===== src/rtl/fan_duty_sequencer_pkg.sv =====
// Shared types and defaults for the fan duty sequencer and its period tick helper.
package fan_duty_sequencer_pkg;

  localparam int unsigned DEF_COUNTER_BITWIDTH = 8;
  localparam int unsigned DEF_DUTY_STEP        = 17;
  localparam int unsigned DEF_RAMP_STEP        = 4;
  localparam int unsigned DEF_KICK_PERIODS     = 16;
  localparam int unsigned TARGET_W             = 4;
  localparam int unsigned KICK_CNT_W           = 8;

  typedef enum logic [1:0] {
    ST_IDLE,
    ST_KICK,
    ST_RAMP,
    ST_HOLD
  } seq_state_e;

  // Duty goal for a speed target; callers truncate to the counter width.
  function automatic int unsigned goal_of(input logic [TARGET_W-1:0] tgt,
                                          input int unsigned         step);
    return 32'(tgt) * step;
  endfunction

endpackage


===== src/rtl/pwm_period_tick.sv =====
// Tracks the PWM counter wrap so period-aligned logic can act on the same boundary.
module pwm_period_tick #(
  parameter int unsigned W = 8
) (
  input  logic         clk_i,
  input  logic         rst_i,
  input  logic         clk_en_i,
  input  logic [W:0]   period_i,
  output logic         tick_c_o
);

  logic [W:0] pc_q;
  logic [W:0] per_q;

  assign tick_c_o = clk_en_i && (pc_q == per_q);

  // Period is latched at each wrap, matching the PWM generator.
  always_ff @(posedge clk_i or posedge rst_i) begin
    if (rst_i) begin
      pc_q  <= '0;
      per_q <= '0;
    end else if (clk_en_i) begin
      if (pc_q == per_q) begin
        pc_q  <= '0;
        per_q <= period_i;
      end else begin
        pc_q  <= pc_q + (W+1)'(1);
      end
    end
  end

endmodule


===== src/rtl/fan_duty_sequencer.sv =====
// Fan duty sequencer: kick-start from standstill, then ramps duty toward the target once per PWM period.
module fan_duty_sequencer
  import fan_duty_sequencer_pkg::*;
#(
  parameter int unsigned COUNTER_BITWIDTH = DEF_COUNTER_BITWIDTH,
  parameter int unsigned DUTY_STEP        = DEF_DUTY_STEP,
  parameter int unsigned RAMP_STEP        = DEF_RAMP_STEP,
  parameter int unsigned KICK_PERIODS     = DEF_KICK_PERIODS
) (
  input  logic                        clk_i,
  input  logic                        rst_i,
  input  logic                        clk_en_i,
  input  logic [TARGET_W-1:0]         target_i,
  input  logic                        target_valid_i,
  input  logic [COUNTER_BITWIDTH:0]   period_i,
  input  logic [COUNTER_BITWIDTH-1:0] min_i,
  output logic [COUNTER_BITWIDTH-1:0] duty_o,
  output logic [COUNTER_BITWIDTH-1:0] min_o,
  output logic [COUNTER_BITWIDTH:0]   period_o,
  output logic                        kick_o,
  output logic                        busy_o
);

  localparam int unsigned W = COUNTER_BITWIDTH;
  localparam logic [W-1:0]          DUTY_MAX  = {W{1'b1}};
  localparam logic [W-1:0]          STEP      = W'(RAMP_STEP);
  localparam logic [KICK_CNT_W-1:0] KICK_INIT = KICK_CNT_W'(KICK_PERIODS - 1);

  logic tick_c;

  pwm_period_tick #(.W(W)) u_tick (
    .clk_i    (clk_i),
    .rst_i    (rst_i),
    .clk_en_i (clk_en_i),
    .period_i (period_i),
    .tick_c_o (tick_c)
  );

  seq_state_e            state_q, state_d;
  logic [TARGET_W-1:0]   tgt_q;
  logic [KICK_CNT_W-1:0] kc_q, kc_d;
  logic [W-1:0]          duty_q, duty_d;
  logic [W-1:0]          min_q, min_d;
  logic [W:0]            period_q;
  logic                  kick_q, kick_d;
  logic                  busy_q, busy_d;
  logic [W-1:0]          goal_c;
  logic [W-1:0]          ramp_c;

  assign goal_c = W'(goal_of(tgt_q, DUTY_STEP));

  // One saturating step toward the goal; differences are taken in the safe direction only.
  always_comb begin
    ramp_c = goal_c;
    if (duty_q < goal_c) begin
      if ((goal_c - duty_q) > STEP) ramp_c = duty_q + STEP;
    end else if ((duty_q - goal_c) > STEP) begin
      ramp_c = duty_q - STEP;
    end
  end

  always_comb begin
    state_d = state_q;
    duty_d  = duty_q;
    kc_d    = kc_q;
    unique case (state_q)
      ST_IDLE: begin
        if (goal_c != '0) begin
          state_d = ST_KICK;
          duty_d  = DUTY_MAX;
          kc_d    = KICK_INIT;
        end
      end
      ST_KICK: begin
        if (goal_c == '0) begin
          state_d = ST_IDLE;
          duty_d  = '0;
        end else if (kc_q == '0) begin
          state_d = ST_HOLD;
          duty_d  = goal_c;
        end else begin
          kc_d = kc_q - KICK_CNT_W'(1);
        end
      end
      ST_HOLD, ST_RAMP: begin
        duty_d = ramp_c;
        if (ramp_c == goal_c) state_d = (goal_c == '0) ? ST_IDLE : ST_HOLD;
        else                  state_d = ST_RAMP;
      end
      default: state_d = ST_IDLE;
    endcase
    min_d  = (duty_d != '0) ? min_i : '0;
    kick_d = (state_d == ST_KICK);
    busy_d = (state_d == ST_KICK) || (state_d == ST_RAMP);
  end

  // Target is captured any cycle; everything else advances only on the period tick.
  always_ff @(posedge clk_i or posedge rst_i) begin
    if (rst_i) begin
      state_q  <= ST_IDLE;
      tgt_q    <= '0;
      kc_q     <= '0;
      duty_q   <= '0;
      min_q    <= '0;
      period_q <= '0;
      kick_q   <= 1'b0;
      busy_q   <= 1'b0;
    end else begin
      if (target_valid_i) tgt_q <= target_i;
      if (tick_c) begin
        state_q  <= state_d;
        kc_q     <= kc_d;
        duty_q   <= duty_d;
        min_q    <= min_d;
        period_q <= period_i;
        kick_q   <= kick_d;
        busy_q   <= busy_d;
      end
    end
  end

  assign duty_o   = duty_q;
  assign min_o    = min_q;
  assign period_o = period_q;
  assign kick_o   = kick_q;
  assign busy_o   = busy_q;

endmodule

===== config.mk =====
export PLATFORM = sky130hd
export DESIGN_NAME = fan_duty_sequencer
export DESIGN_NICKNAME = d
export VERILOG_FILES = /design/src/rtl/fan_duty_sequencer_pkg.sv /design/src/rtl/pwm_period_tick.sv /design/src/rtl/fan_duty_sequencer.sv
export SDC_FILE = /design/constraint.sdc
export NUM_CORES = 1
export LEC_CHECK = 0
export CAP_MARGIN = 20
export CORE_ASPECT_RATIO = 0.7
export CORE_MARGIN = 2
export CORE_UTILIZATION = 51
export DETAILED_ROUTE_END_ITERATION = 8
export MAX_ROUTING_LAYER = met4
export PLACE_DENSITY_LB_ADDON = 0.05
export SLEW_MARGIN = 25
export SYNTH_ARGS = -nofsm -noshare
export SYNTH_HDL_FRONTEND = slang
export SYNTH_HIERARCHICAL = 1
export SYNTH_SLANG_ARGS = --single-unit
export TNS_END_PERCENT = 10

===== constraint.sdc =====
create_clock -name clk_i -period 10.1 [get_ports clk_i]
set_clock_uncertainty 0.15 [all_clocks]
set_input_delay 2.02 -clock clk_i [delete_from_list [all_inputs] [get_ports clk_i]]
set_output_delay 2.02 -clock clk_i [all_outputs]
set_load 0.01 [all_outputs]

==> flow_summary.toml <==
[timing]
worst-slew-pin-transition_ns = 0.881
post-route-period-util_pct = 51.4
timing.slew.headroom_pct = 40.7
timing.final.max_slew_violations = 0
setup_viol = 0
final.min_clock_period_ns = 5.19
hold_viol_final = 0
rsz_0062_raised_after_global_routing = "false"
totalNegativeSetupSlack_ns = 0
fmaxAchievable_mhz = 193

[finish]
fillCellCount = 664
insertedDiodeCount = 0
syn_to_final_growth_pct = 20.0
final_net_count = 541
drive_gt1_share_pct = 12.8
finalInstanceArea_sq_mm = 0.00510
stdcell_count = 601

[critical_path]
ff2ff_setup_slack_ns = 5.42
critPathRequiredTime_ns = 10.15
r2r-start = "duty_o[2]"
setup.worst_path.start_class = "input pin"
worstReg2RegEnd = "busy_o"
end_kind = "register"
critical_path.startpoint = "clk_en_i"
arrival_ns = 5.24
reg2regPathDepth = 13
worst-path-max-fanout = 54
worstSetupPathType = "input pin to register"

[clock_tree]
cts_inserted_buffers = 9
clkSinkCount = 59
cts_setup_buffers = 0
root_buffer = "sky130_fd_sc_hd__clkbuf_16"
cells_resized_by_post_cts_repair = 0
cts_max_path_buffers = 2
worst_skew_pair.late_latency_ns = 0.33
tritoncts = "built"
cts.htree.levels = 3
cts_hold_repair.buffers = 0
clkTransAtPathRegs_ns = 0.05

[global_route]
grt_overflow = 0
pin_count_of_the_biggest_net_entering_global_routing = 55
grt_antenna_before_repair = 0
grt_util_all_layers_pct = 26.9
grt_pass1_vias = 3452
global_route_wire_length_before_repair_um = 18300

[die]
floorplan.die_area_sq_mm = 0.00909
core_area_sq_mm = 0.00797
die-height_um = 80.4
ioPinCount = 52
die_w_um = 113
rows = 27
initial_utilization_pct = 53.3

[placed_design]
globalplace.congestion = 0.934
dp_hpwl_um = 8270
buffer_ports.inserted = 51
placedCellCount = 585
dpl-instance-area_sq_mm = 0.00480

[power_and_ir_drop]
power_density_mw_per_mm2 = 309
net-switching-power_w = 0.000682
netSwitchingFraction_pct = 43.3
power_frac_seq_pct = 25.9
power.share.combinational_pct = 55.1
irDropWorstVdd_mv = 0.126
power_leakage_nw = 2.12
power.share.clock_pct = 19.0
p_int_w = 0.000892

[synthesis]
synth.yosys.seq_area_share_pct = 34.7
synth.top_cells.by_area = "sky130_fd_sc_hd__dfrtp_1, sky130_fd_sc_hd__ha_1, sky130_fd_sc_hd__mux2_2"
ys_ff_latch = 59
postSynthNetCount = 495
post_synth.cell_area_avg_sq_um = 9.47
synth_top_cell_area_share_pct = 34.7
synth.distinct_cells = 74
ys_async_sr_fraction_pct = 100
synthFlopType = "sky130_fd_sc_hd__dfrtp_1"
yosys_warnings = 6
post_synth_instance_area_sq_mm = 0.00425
synth-edff-count = 0
synthCells = 449
synth_top_cell_by_area = "sky130_fd_sc_hd__dfrtp_1"

[detailed_routing]
firstDrtPassIters = 7
detail_route.vias_per_cell = 6.21
post-route-drc-count = 7
vias = 3731
wl_per_cell_um = 18.8
initialDrtViolationCount = 471
routed_wirelength_um = 11300
antenna_violating_nets_post_route = 0

[worst_hold_path]
hold_path_startpoint = "period_o[8]"
timing.hold.worst_path_depth = 1
holdCritPathClass = "register to register"
whs_endpoint = "period_o[8]"

[outcome]
result_of_the_run = "finished, violations left"
failed_checks = "design-rule violations"

[flow_run]
timing.max_cap.violations = 0
per-stage QoR:
step / total power [W] / utilization, % / hold WS (ns) / setup slack (ns)
floorplan: 0.000990 / - / 0.352 / 5.89
global placement: 0.00123 / 60.3 / 0.342 / 4.74
detailed placement: 0.00125 / 60.3 / 0.349 / 4.62
CTS: 0.00156 / 64.0 / 0.361 / 4.95
global route: 0.00167 / 64.0 / 0.388 / 4.70
finish: 0.00157 / 64.0 / 0.359 / 4.91
flip-flops by register name, summed over array words and instances, names as in the netlist:
name,cells
busy_o,1
min_o,8
state_q,2
u_tick/per_q,9
period_o,9
duty_o,8
kick_o,1
kc_q,8
tgt_q,4
u_tick/pc_q,9
power by group through the flow:
| stage | registers (W) | logic, W | clock network [W] |
|---|---|---|---|
| floorplan | 0.000395 | 0.000595 | 0 |
| global placement | 0.000405 | 0.000825 | 0 |
| detailed placement | 0.000410 | 0.000843 | 0 |
| CTS | 0.000408 | 0.000849 | 0.000304 |
| global route | 0.000419 | 0.000937 | 0.000315 |
| finish | 0.000409 | 0.000867 | 0.000299 |
layout make-up:
cell class                 instances  area (sq um)  share of cell area [%]
clock inverter                     5          52.6                    1.03
multi-input combinational        352          2600                    51.0
clock buffer                      11           243                    4.76
tap                              101           126                    2.48
timing repair buffer              53           526                    10.3
inverter                          20          75.1                    1.47
sequential                        59          1480                    29.0
worst max-delay path by stage:
stage,endpoint,slack [ns],cells after the start
after floorplan,kc_q[7],5.89,10
after global placement,kc_q[7],4.74,10
after detailed placement,kc_q[7],4.62,10
after CTS,kc_q[7],4.95,10
after global routing,kc_q[7],4.70,10
final,kc_q[7],4.91,10
metal layers:
layer,global-route usage [%],vias up,wire length [um]
met5,-,-,0
li1,-,1762,-
met3,7.02,9,1180
met4,6.59,0,57
met2,35.7,187,4600
met1,40.3,1773,5470
worst max-delay path, stage by stage:
cell and delay (ns):
sky130_fd_sc_hd__clkdlybuf4s50_1 0.66, sky130_fd_sc_hd__inv_1 0.17, sky130_fd_sc_hd__nor4_4 0.29, sky130_fd_sc_hd__buf_4 0.57, sky130_fd_sc_hd__nand3_1 0.27, sky130_fd_sc_hd__nand2b_1 0.34
sky130_fd_sc_hd__or4_1 0.50, sky130_fd_sc_hd__nor3_1 0.20, sky130_fd_sc_hd__xnor2_1 0.15, sky130_fd_sc_hd__nor2_1 0.05
cell usage in the layout, fill, tap and decap left out, drive strengths merged, types with 9 or more instances in the layout:
cell type / n
xor2: 9
mux2: 20
a31oi: 17
a21oi: 17
inv: 19
nor2: 41
xnor2: 15
ha: 20
clkdlybuf4s50: 51
nand2: 34
o21ai: 33
dfrtp: 59
nor3: 19
clkbuf: 11
nand3: 9
mux2i: 14
cell usage after synthesis (3+ instances only):
library cell	n
sky130_fd_sc_hd__xor2_1	9
sky130_fd_sc_hd__a21o_1	4
sky130_fd_sc_hd__mux2_2	14
sky130_fd_sc_hd__and3_1	4
sky130_fd_sc_hd__nand2_1	34
sky130_fd_sc_hd__o22ai_1	4
sky130_fd_sc_hd__xnor2_1	15
sky130_fd_sc_hd__o21ai_1	3
sky130_fd_sc_hd__buf_2	7
sky130_fd_sc_hd__ha_1	20
sky130_fd_sc_hd__o21ai_0	30
sky130_fd_sc_hd__nand2b_1	6
sky130_fd_sc_hd__nand4_1	5
sky130_fd_sc_hd__nor4_1	5
sky130_fd_sc_hd__a211oi_1	5
sky130_fd_sc_hd__inv_1	19
sky130_fd_sc_hd__o211ai_1	5
sky130_fd_sc_hd__nand3_1	8
sky130_fd_sc_hd__buf_6	3
sky130_fd_sc_hd__clkbuf_1	5
sky130_fd_sc_hd__mux2i_1	14
sky130_fd_sc_hd__mux2_4	6
sky130_fd_sc_hd__buf_1	3
sky130_fd_sc_hd__o31a_1	3
sky130_fd_sc_hd__a21oi_1	17
sky130_fd_sc_hd__a31oi_1	16
sky130_fd_sc_hd__dfrtp_1	59
sky130_fd_sc_hd__o21a_1	8
sky130_fd_sc_hd__nor3_1	16
sky130_fd_sc_hd__nor2_1	40
logic make-up after synthesis:
| logic type | synth area share [%] |
|---|---|
| flip-flops | 34.7 |
| buffers and inverters | 4.09 |
| AND/OR/NAND/NOR | 19.0 |
| multiplexers | 9.12 |
| AO/OA/AOI/OAI | 21.8 |
| adder cells (fa/ha/maj) | 6.36 |
| XOR/XNOR | 4.94 |
(Power assumes the default switching activity.)
